===== src/rtl/serdes_pkg.sv =====
// Shared 8b/10b link constants and receive-aligner state encoding.
// Also used by the encoder and decoder; contains no logic.
package serdes_pkg;
    localparam int WORD_W = 10;

    // K28.5 patterns; bit 9 is the first bit on the wire.
    localparam logic [WORD_W-1:0] K28_5_NEG = 10'b0011111010;
    localparam logic [WORD_W-1:0] K28_5_POS = 10'b1100000101;

    typedef enum logic [1:0] {
        HUNT    = 2'd0,
        CONFIRM = 2'd1,
        LOCKED  = 2'd2
    } rx_align_state_t;
endpackage


===== src/rtl/serdes_comma_detect.sv =====
// Serial-in shift register with a K28.5 (either disparity) match on its contents.
// match is combinational from sr, one cycle after the last comma bit is sampled; no backpressure.
module serdes_comma_detect
    import serdes_pkg::*;
#(
    parameter logic [WORD_W-1:0] COMMA_NEG = K28_5_NEG,
    parameter logic [WORD_W-1:0] COMMA_POS = K28_5_POS
) (
    input  logic              Clk,
    input  logic              resetN,
    input  logic              Sin,
    output logic [WORD_W-1:0] sr,
    output logic              match
);

    always_ff @(posedge Clk or negedge resetN) begin
        if (!resetN) begin
            sr <= '0;
        end else begin
            sr <= {sr[WORD_W-2:0], Sin};
        end
    end

    assign match = (sr == COMMA_NEG) || (sr == COMMA_POS);

endmodule


===== src/rtl/rx_word_align.sv =====
// Comma-locked 10-bit word aligner; RX_REALIGN_EN enables in-lock boundary correction.
// Word strobe one cycle after a group's last bit; streaming with no backpressure.
module rx_word_align
    import serdes_pkg::*;
#(
    parameter int                LOCK_COMMAS = 4,
    parameter int                MISS_LIMIT  = 3,
    parameter logic [WORD_W-1:0] COMMA_NEG   = K28_5_NEG,
    parameter logic [WORD_W-1:0] COMMA_POS   = K28_5_POS
) (
    input  logic              Clk,
    input  logic              resetN,
    input  logic              Sin,
    output logic [WORD_W-1:0] word,
    output logic              wordValid,
    output logic              isComma,
    output logic              locked,
    output logic              realign
);

    localparam logic [3:0] LOCK_N = LOCK_COMMAS[3:0];
    localparam logic [2:0] MISS_N = MISS_LIMIT[2:0];

    rx_align_state_t   state;
    rx_align_state_t   state_next;
    logic [WORD_W-1:0] sr;
    logic              match;
    logic [3:0]        phase;
    logic [3:0]        comma_cnt;
    logic [2:0]        miss_cnt;
    logic              boundary;
    logic              misaligned;
    logic [3:0]        comma_cnt_inc;
    logic [2:0]        miss_cnt_inc;

    serdes_comma_detect #(
        .COMMA_NEG (COMMA_NEG),
        .COMMA_POS (COMMA_POS)
    ) u_comma_detect (
        .Clk    (Clk),
        .resetN (resetN),
        .Sin    (Sin),
        .sr     (sr),
        .match  (match)
    );

    assign boundary      = (phase == 4'd9);
    // A comma coinciding with the boundary is always treated as aligned.
    assign misaligned    = match && !boundary;
    assign comma_cnt_inc = (comma_cnt == 4'hF) ? comma_cnt : comma_cnt + 4'd1;
    assign miss_cnt_inc  = (miss_cnt == 3'h7) ? miss_cnt : miss_cnt + 3'd1;

    always_ff @(posedge Clk or negedge resetN) begin
        if (!resetN) begin
            state <= HUNT;
        end else begin
            state <= state_next;
        end
    end

    always_comb begin
        state_next = state;
        case (state)
            HUNT: begin
                if (match) state_next = CONFIRM;
            end
            CONFIRM: begin
                if (boundary) begin
                    if (!match)                       state_next = HUNT;
                    else if (comma_cnt_inc >= LOCK_N) state_next = LOCKED;
                end
            end
            LOCKED: begin
`ifdef RX_REALIGN_EN
                state_next = LOCKED;
`else
                if (misaligned && (miss_cnt_inc >= MISS_N)) state_next = HUNT;
`endif
            end
            default: state_next = HUNT;
        endcase
    end

    always_comb begin
        locked = 1'b0;
        if (state == LOCKED) locked = 1'b1;
    end

    always_ff @(posedge Clk or negedge resetN) begin
        if (!resetN) begin
            phase     <= 4'd0;
            comma_cnt <= 4'd0;
            miss_cnt  <= 3'd0;
            word      <= '0;
            wordValid <= 1'b0;
            isComma   <= 1'b0;
        end else begin
            wordValid <= 1'b0;
            phase     <= boundary ? 4'd0 : phase + 4'd1;
            case (state)
                HUNT: begin
                    if (match) begin
                        phase     <= 4'd0;
                        comma_cnt <= 4'd1;
                    end
                end
                CONFIRM: begin
                    if (boundary) comma_cnt <= match ? comma_cnt_inc : 4'd0;
                end
                LOCKED: begin
                    if (boundary) begin
                        word      <= sr;
                        wordValid <= 1'b1;
                        isComma   <= match;
                        if (match) miss_cnt <= 3'd0;
                    end else if (match) begin
`ifdef RX_REALIGN_EN
                        phase <= 4'd0;
`else
                        miss_cnt <= miss_cnt_inc;
                        if (miss_cnt_inc >= MISS_N) begin
                            miss_cnt  <= 3'd0;
                            comma_cnt <= 4'd0;
                        end
`endif
                    end
                end
                default: ;
            endcase
        end
    end

`ifdef RX_REALIGN_EN
    always_ff @(posedge Clk or negedge resetN) begin
        if (!resetN) begin
            realign <= 1'b0;
        end else begin
            realign <= (state == LOCKED) && misaligned;
        end
    end
`else
    assign realign = 1'b0;
`endif

endmodule


===== config.mk =====
export PLATFORM = sky130hd
export DESIGN_NAME = rx_word_align
export DESIGN_NICKNAME = d
export VERILOG_FILES = /design/src/rtl/serdes_pkg.sv /design/src/rtl/serdes_comma_detect.sv /design/src/rtl/rx_word_align.sv
export SDC_FILE = /design/constraint.sdc
export NUM_CORES = 1
export LEC_CHECK = 0
export CAP_MARGIN = 10
export CORE_ASPECT_RATIO = 0.5
export CORE_UTILIZATION = 35
export DETAILED_ROUTE_END_ITERATION = 10
export DONT_BUFFER_PORTS = 1
export PLACE_DENSITY = 0.57
export SLEW_MARGIN = 20
export SYNTH_ARGS = -nofsm -noshare
export SYNTH_HDL_FRONTEND = slang
export SYNTH_SLANG_ARGS = --single-unit
export TNS_END_PERCENT = 20

===== constraint.sdc =====
create_clock -name Clk -period 7.4 [get_ports Clk]
set_input_delay 1.85 -clock Clk [delete_from_list [all_inputs] [get_ports Clk]]
set_output_delay 1.85 -clock Clk [all_outputs]
set_load 0.005 [all_outputs]

==> out/metrics.yaml, run 1 <==
outcome: "complete, no violations"
h-tree-depth: 2
cts_tree: "done"
hold_start: "u_comma_detect.sr[7]$_DFF_PN0_"
r2r-start: "u_comma_detect.sr[4]$_DFF_PN0_"
final_hold_viol_count: 0
cts_resized: 0
dp_worst_setup_slack_ns: 4.713
skew_ns: 0.004740
grt-ovfl-total: 0
crit_type: "flip-flop to output port"
vias_per_cell: 4.952
wl_mm: 2.533
syn_area_per_cell_sq_um: 12.18
die_h_um: 49.57
hold_ws_ns: 0.4154
cp.required_ns: 5.55
critPathLaunchType: "flip-flop"
port_buffers: 0
synth_edf_count: 0
startpoint: "state[0]$_DFFE_PN0P_"
via_count: 931
antennaDiodeCount: 0
cap_violations: 0
p_int_uw: 330.0
grtUsageTotal: 0.1242
grt_first_pass_wirelength_mm: 4.547
antenna_found_initial: 0
drt_iter0_markers: 56
r2r-end: "comma_cnt[3]$_DFFE_PN0P_"
cts.clk_slew.worst_paths_ns: 0.06
final_cell_area_sq_um: 1717
yosys_warnings: 0
ys.flop_type: "dfrtp_1"
hold_buffers: 0
clockBufferDepth: 2
fin_crit_sh: 0.3958
end_kind: "output port"
holdPathEnd: "u_comma_detect.sr[8]$_DFF_PN0_"
clock.fmax_ghz: 0.3414
drcViolationCount: 0
wl_per_cell_um: 13.47
dpl.hpwl_mm: 1.840
setup_viol: 0
layout_commonest_cell: "dfrtp_1"
pwr_density_cell_nw_per_um2: 265.7
reg2reg_slack_ns: 4.70
start_util: 0.3841
dpl-instance-area_sq_um: 1629
power_uw: 456.1
clock_sinks: 35
place_congestion: 0.7762
r2r_cells: 5
ir_worst_vdd_mv: 0.1465
rows: 16
dr.pass1.iters: 4
drive_gt1_frac: 0.1866
ios: 17
max_slew_margin: 0.4958
ys_ff_latch: 35
rsz0062_at_grt: "false"
power_frac_clock: 0.292
synthCells: 130
grt_pass1_vias: 949
maxSlewViolCount: 0
nets: 144
die_area_sq_um: 4815
p_comb_frac: 0.210
die_w_um: 97.14
fin_ws_ns: 4.471
arrival_ns: 1.08
netlist_area_sq_um: 1584
p_sw_uw: 126.0
min_period_ns: 2.929
hp-class: "flip-flop to flip-flop"
core_area_sq_um: 4124
nFillCells: 382
holdPathStages: 0
synth_cell_types: 37
seq_area_frac_synth: 0.5529
numCtsBuffers: 5
ant_nets: 0
mostFrequentLayoutCells: "dfrtp_1, mux2_2, nand2_1"
synthArstFlopShare: 1.000
p_sw_frac: 0.2763
synth_nets: 140
pwr-share-seq: 0.498
leakage_uw: 0.0008243
crit_fanout: 5
root_buffer: "clkbuf_8"
postCtsSetupBuffers: 0
grt_max_degree: 36
worstMarginPinSlew_ns: 0.7495
area_growth_pct: 8.373
tns_ns: 0
clkLatencyLatePin_ns: 0.28
cell families (layout without fill, tap and decap cells):
family,count (synthesis),after routing,synth area share
and+or+nand+nor,34,34,0.1232
xor gates and xnor gates,2,2,0.01106
muxes,19,19,0.1335
DFF,35,35,0.5529
AOI/OAI and AO/OA,21,21,0.08848
adders and majority gates,7,7,0.05529
buffers and inverters,11,15,0.03318
other,1,1,0.002367
cells in the mapped netlist (2+ instances only):
cell | number | area (sq um)
mux2_2 | 13 | 146.4
nand3_1 | 3 | 15.01
dfrtp_1 | 35 | 875.8
nor3b_1 | 2 | 15.01
a2111oi_0 | 2 | 17.52
or4bb_1 | 2 | 22.52
inv_1 | 8 | 30.03
and2_1 | 2 | 12.51
nand2_1 | 9 | 33.78
mux2i_1 | 5 | 50.05
nor2_1 | 5 | 18.77
o21ai_0 | 3 | 15.01
xnor2_1 | 2 | 17.52
nand2b_1 | 2 | 12.51
ha_1 | 7 | 87.58
a21oi_1 | 8 | 40.04
or3_1 | 2 | 12.51
critical path, stage by stage (launching register included):
cell,delay [ns]
dfrtp_1,0.41
inv_1,0.12
ha_1,0.28
state kept, by name, summed over array words and instances, names as in the netlist:
register / cells
state: 2
phase: 4
wordValid: 1
comma_cnt: 4
miss_cnt: 3
isComma: 1
u_comma_detect.sr: 10
word: 10
metrics by stage:
step / cells / utilization
after floorplan: 130 / -
after global placement: 181 / 0.3950
after detailed placement: 181 / 0.3950
after CTS: 188 / 0.4163
after global routing: 188 / 0.4163
final: 188 / 0.4163
cell type report:
class / instances / area (sq um) / area share
Tap cell: 54 / 67.56 / 0.03936
Multi-Input combinational cell: 84 / 655.6 / 0.3819
Sequential cell: 35 / 875.8 / 0.5102
Inverter: 8 / 30.03 / 0.01749
Clock buffer: 6 / 82.58 / 0.04810
Clock inverter: 1 / 5.005 / 0.002915
per-layer routing:
metal | vias up | GRT usage | wire (um)
li1 | 468 | - | -
met1 | 442 | 0.1618 | 1300
met2 | 16 | 0.1819 | 1068
met3 | 5 | 0.03972 | 112
met4 | 0 | 0.07463 | 52
met5 | - | 0 | 0
worst max-delay path by stage:
| stage | to | slack (ns) | depth (start not counted) |
|---|---|---|---|
| 3_3_place_gp | comma_cnt[3]$_DFFE_PN0P_ | 4.74 | 7 |
| 5_1_grt | locked | 4.38 | 2 |
| 3_5_place_dp | comma_cnt[3]$_DFFE_PN0P_ | 4.71 | 7 |
| 4_1_cts | locked | 4.44 | 2 |
| 2_1_floorplan | comma_cnt[3]$_DFFE_PN0P_ | 4.80 | 6 |
| 6_report | locked | 4.47 | 2 |
power groups by stage:
stage / Sequential (uW) / Clock, uW / Combinational (uW)
2_1_floorplan: 226 / 0 / 87.9
3_3_place_gp: 230 / 0 / 94.7
3_5_place_dp: 231 / 0 / 94.4
4_1_cts: 227 / 139 / 95.6
5_1_grt: 231 / 148 / 110
6_report: 227 / 133 / 95.7
Note: power is estimated with default switching activity, not from simulation.
==> run 2: changes to the inputs <==
clock period = 3 ns   (was 7.4 ns; I/O delays follow)
==> run 2 against run 1 <==
  * Clock-buffer cell count did not move
  * Clock skew rose by 0.00078 ns
  * Critical path type is now flip-flop to flip-flop
  * Register-to-register slack got worse by 4.4 ns
  * Highest routed layer unchanged
  * Final cell count rose by 2.1%
  * Clock power rose by 150%
  * Non-clock buffer count rose by 3
  * Critical path depth rose by 3
  * Largest cell class unchanged
==> out/metrics.yaml, run 2 (synthesis results as in run 1) <==
drcViolationCount: 0  # unchanged
rows: 16  # unchanged
crit_fanout: 4  # -1
min_period_ns: 2.712
wl_mm: 2.681  # +5.8%
antenna_found_initial: 0  # unchanged
place_congestion: 0.7636  # -1.6%
pwr_density_cell_nw_per_um2: 652.3  # +150%
core_area_sq_um: 4124  # unchanged
clockBufferDepth: 2  # unchanged
start_util: 0.3841  # unchanged
power_uw: 1133  # +150%
critPathLaunchType: "flip-flop"
reg_top3: "u_comma_detect.sr (10), word (10)"
grt-ovfl-total: 0  # unchanged
die_h_um: 49.57  # unchanged
drive_gt1_frac: 0.2029  # +0.01633
fin_crit_sh: 0.9040
max_stage_delay_ns: 0.55  # +0.14 ns
area_growth_pct: 9.637
final_hold_viol_count: 0  # unchanged
outcome: "complete, no violations"
grt_pass1_vias: 943  # -0.63%
root_buffer: "clkbuf_8"
via_count: 997  # +7.1%
layout_commonest_cell: "dfrtp_1"
clock.fmax_ghz: 0.3687
skew_ns: 0.005516  # +0.0007766 ns
grtUsageTotal: 0.1237  # -0.0005519
antennaDiodeCount: 0  # unchanged
leakage_uw: 0.0008334  # +1.1%
grt_use_met3: 0.04113  # +0.001418
cts.clk_slew.worst_paths_ns: 0.07  # about the same
nets: 147  # +2.1%
hp-class: "primary input to async pin"
end_kind: "flip-flop"
grt_max_degree: 36  # unchanged
port_buffers: 0  # unchanged
cap_violations: 0  # unchanged
die_area_sq_um: 4815  # unchanged
ir_worst_vdd_mv: 0.2823  # +93%
crit_chain: "or4_1, or3_4, a311o_2, or3_1, mux2_4"
cts_tree: "done"
worst_path_max_delay_cell: "or4_1"
clkLatencyLatePin_ns: 0.28  # about the same
vias_per_cell: 5.193  # +4.9%
maxSlewViolCount: 0  # unchanged
mostFrequentLayoutCells: "dfrtp_1, mux2_2, nand2_1"
grt_first_pass_wirelength_mm: 4.533  # -0.31%
crit_type: "flip-flop to flip-flop"
cp.required_ns: 3.17  # -2.38 ns
dpl.hpwl_mm: 1.965  # +6.8%
ios: 17  # unchanged
hold_buffers: 0  # unchanged
grt_use_met1: 0.1664  # +0.004522
grt_busiest_layer: "met2"
grtUsageMet2: 0.1761  # -0.005869
fin_util: 0.4211  # +0.004855
cts_resized: 0  # unchanged
postCtsSetupBuffers: 0  # unchanged
die_w_um: 97.14  # unchanged
drt_iter0_markers: 57  # +1.8%
ant_nets: 0  # unchanged
setup_viol: 0  # unchanged
tns_ns: 0  # unchanged
clock_sinks: 35  # unchanged
arrival_ns: 2.88  # +1.80 ns
numCtsBuffers: 5  # unchanged
wl_per_cell_um: 13.96  # +3.6%
h-tree-depth: 2  # unchanged
rsz0062_at_grt: "false"
dr.pass1.iters: 4  # unchanged
-- run 2: path summary, 6_finish.rpt --
| kind | slack [ns] | endpoint | depth (start not counted) | from |
|---|---|---|---|---|
| worst max-delay path | 0.29 | comma_cnt[3]$_DFFE_PN0P_ | 5 | u_comma_detect.sr[4]$_DFF_PN0_ |
| worst min-delay path | 0.15 | word[4]$_DFFE_PN0P_ | 0 | resetN |
| worst max register to register | 0.29 | comma_cnt[3]$_DFFE_PN0P_ | 5 | u_comma_detect.sr[4]$_DFF_PN0_ |
| worst min register to register | 0.41 | u_comma_detect.sr[4]$_DFF_PN0_ | 0 | u_comma_detect.sr[3]$_DFF_PN0_ |
| max in group asynchronous | 2.77 | miss_cnt[1]$_DFFE_PN0P_ | 0 | resetN |
| min in group Clk | 0.41 | u_comma_detect.sr[4]$_DFF_PN0_ | 0 | u_comma_detect.sr[3]$_DFF_PN0_ |
-- run 2: layout make-up --
| class | count | area (sq um) |
|---|---|---|
| sequential | 35 | 875.8 |
| tap | 54 | 67.56 |
| clock inverter | 2 | 12.51 |
| clock buffer | 6 | 72.57 |
| multi-input combinational | 84 | 655.6 |
| inverter | 8 | 30.03 |
| fill | 412 | 2387 |
| timing repair buffer | 3 | 22.52 |
-- run 2: through the flow --
stage	setup WS (ns)	cells	cell area (sq um)	hold slack [ns]
floorplan	0.4035	130	1584	0.3758
global placement	0.3472	184	1652	0.3971
detailed placement	0.3044	184	1652	0.4002
CTS	0.2892	192	1737	0.1415
global route	0.2379	192	1737	0.1358
finish	0.2879	192	1737	0.1545
-- run 2: worst max-delay path, delay by kind of cell, from the launching register on --
| kind | cells | cell delay (ns) |
|---|---|---|
| compound gates | 1 | 0.43 |
| flops | 1 | 0.41 |
| mux | 1 | 0.33 |
| simple gates | 3 | 1.42 |
-- run 2: report_power, final --
group	internal [uW]	switching [uW]	leakage [uW]
registers	516	42.7	0.000451
clock network	162	165	0.0000412
logic	123	124	0.000341
total	801	332	0.000833
-- run 2: metal layers --
| metal | up-vias | routed length (um) |
|---|---|---|
| met5 | - | 0 |
| met4 | 0 | 19 |
| met3 | 2 | 135 |
| met2 | 24 | 1173 |
| met1 | 498 | 1353 |
| li1 | 473 | - |
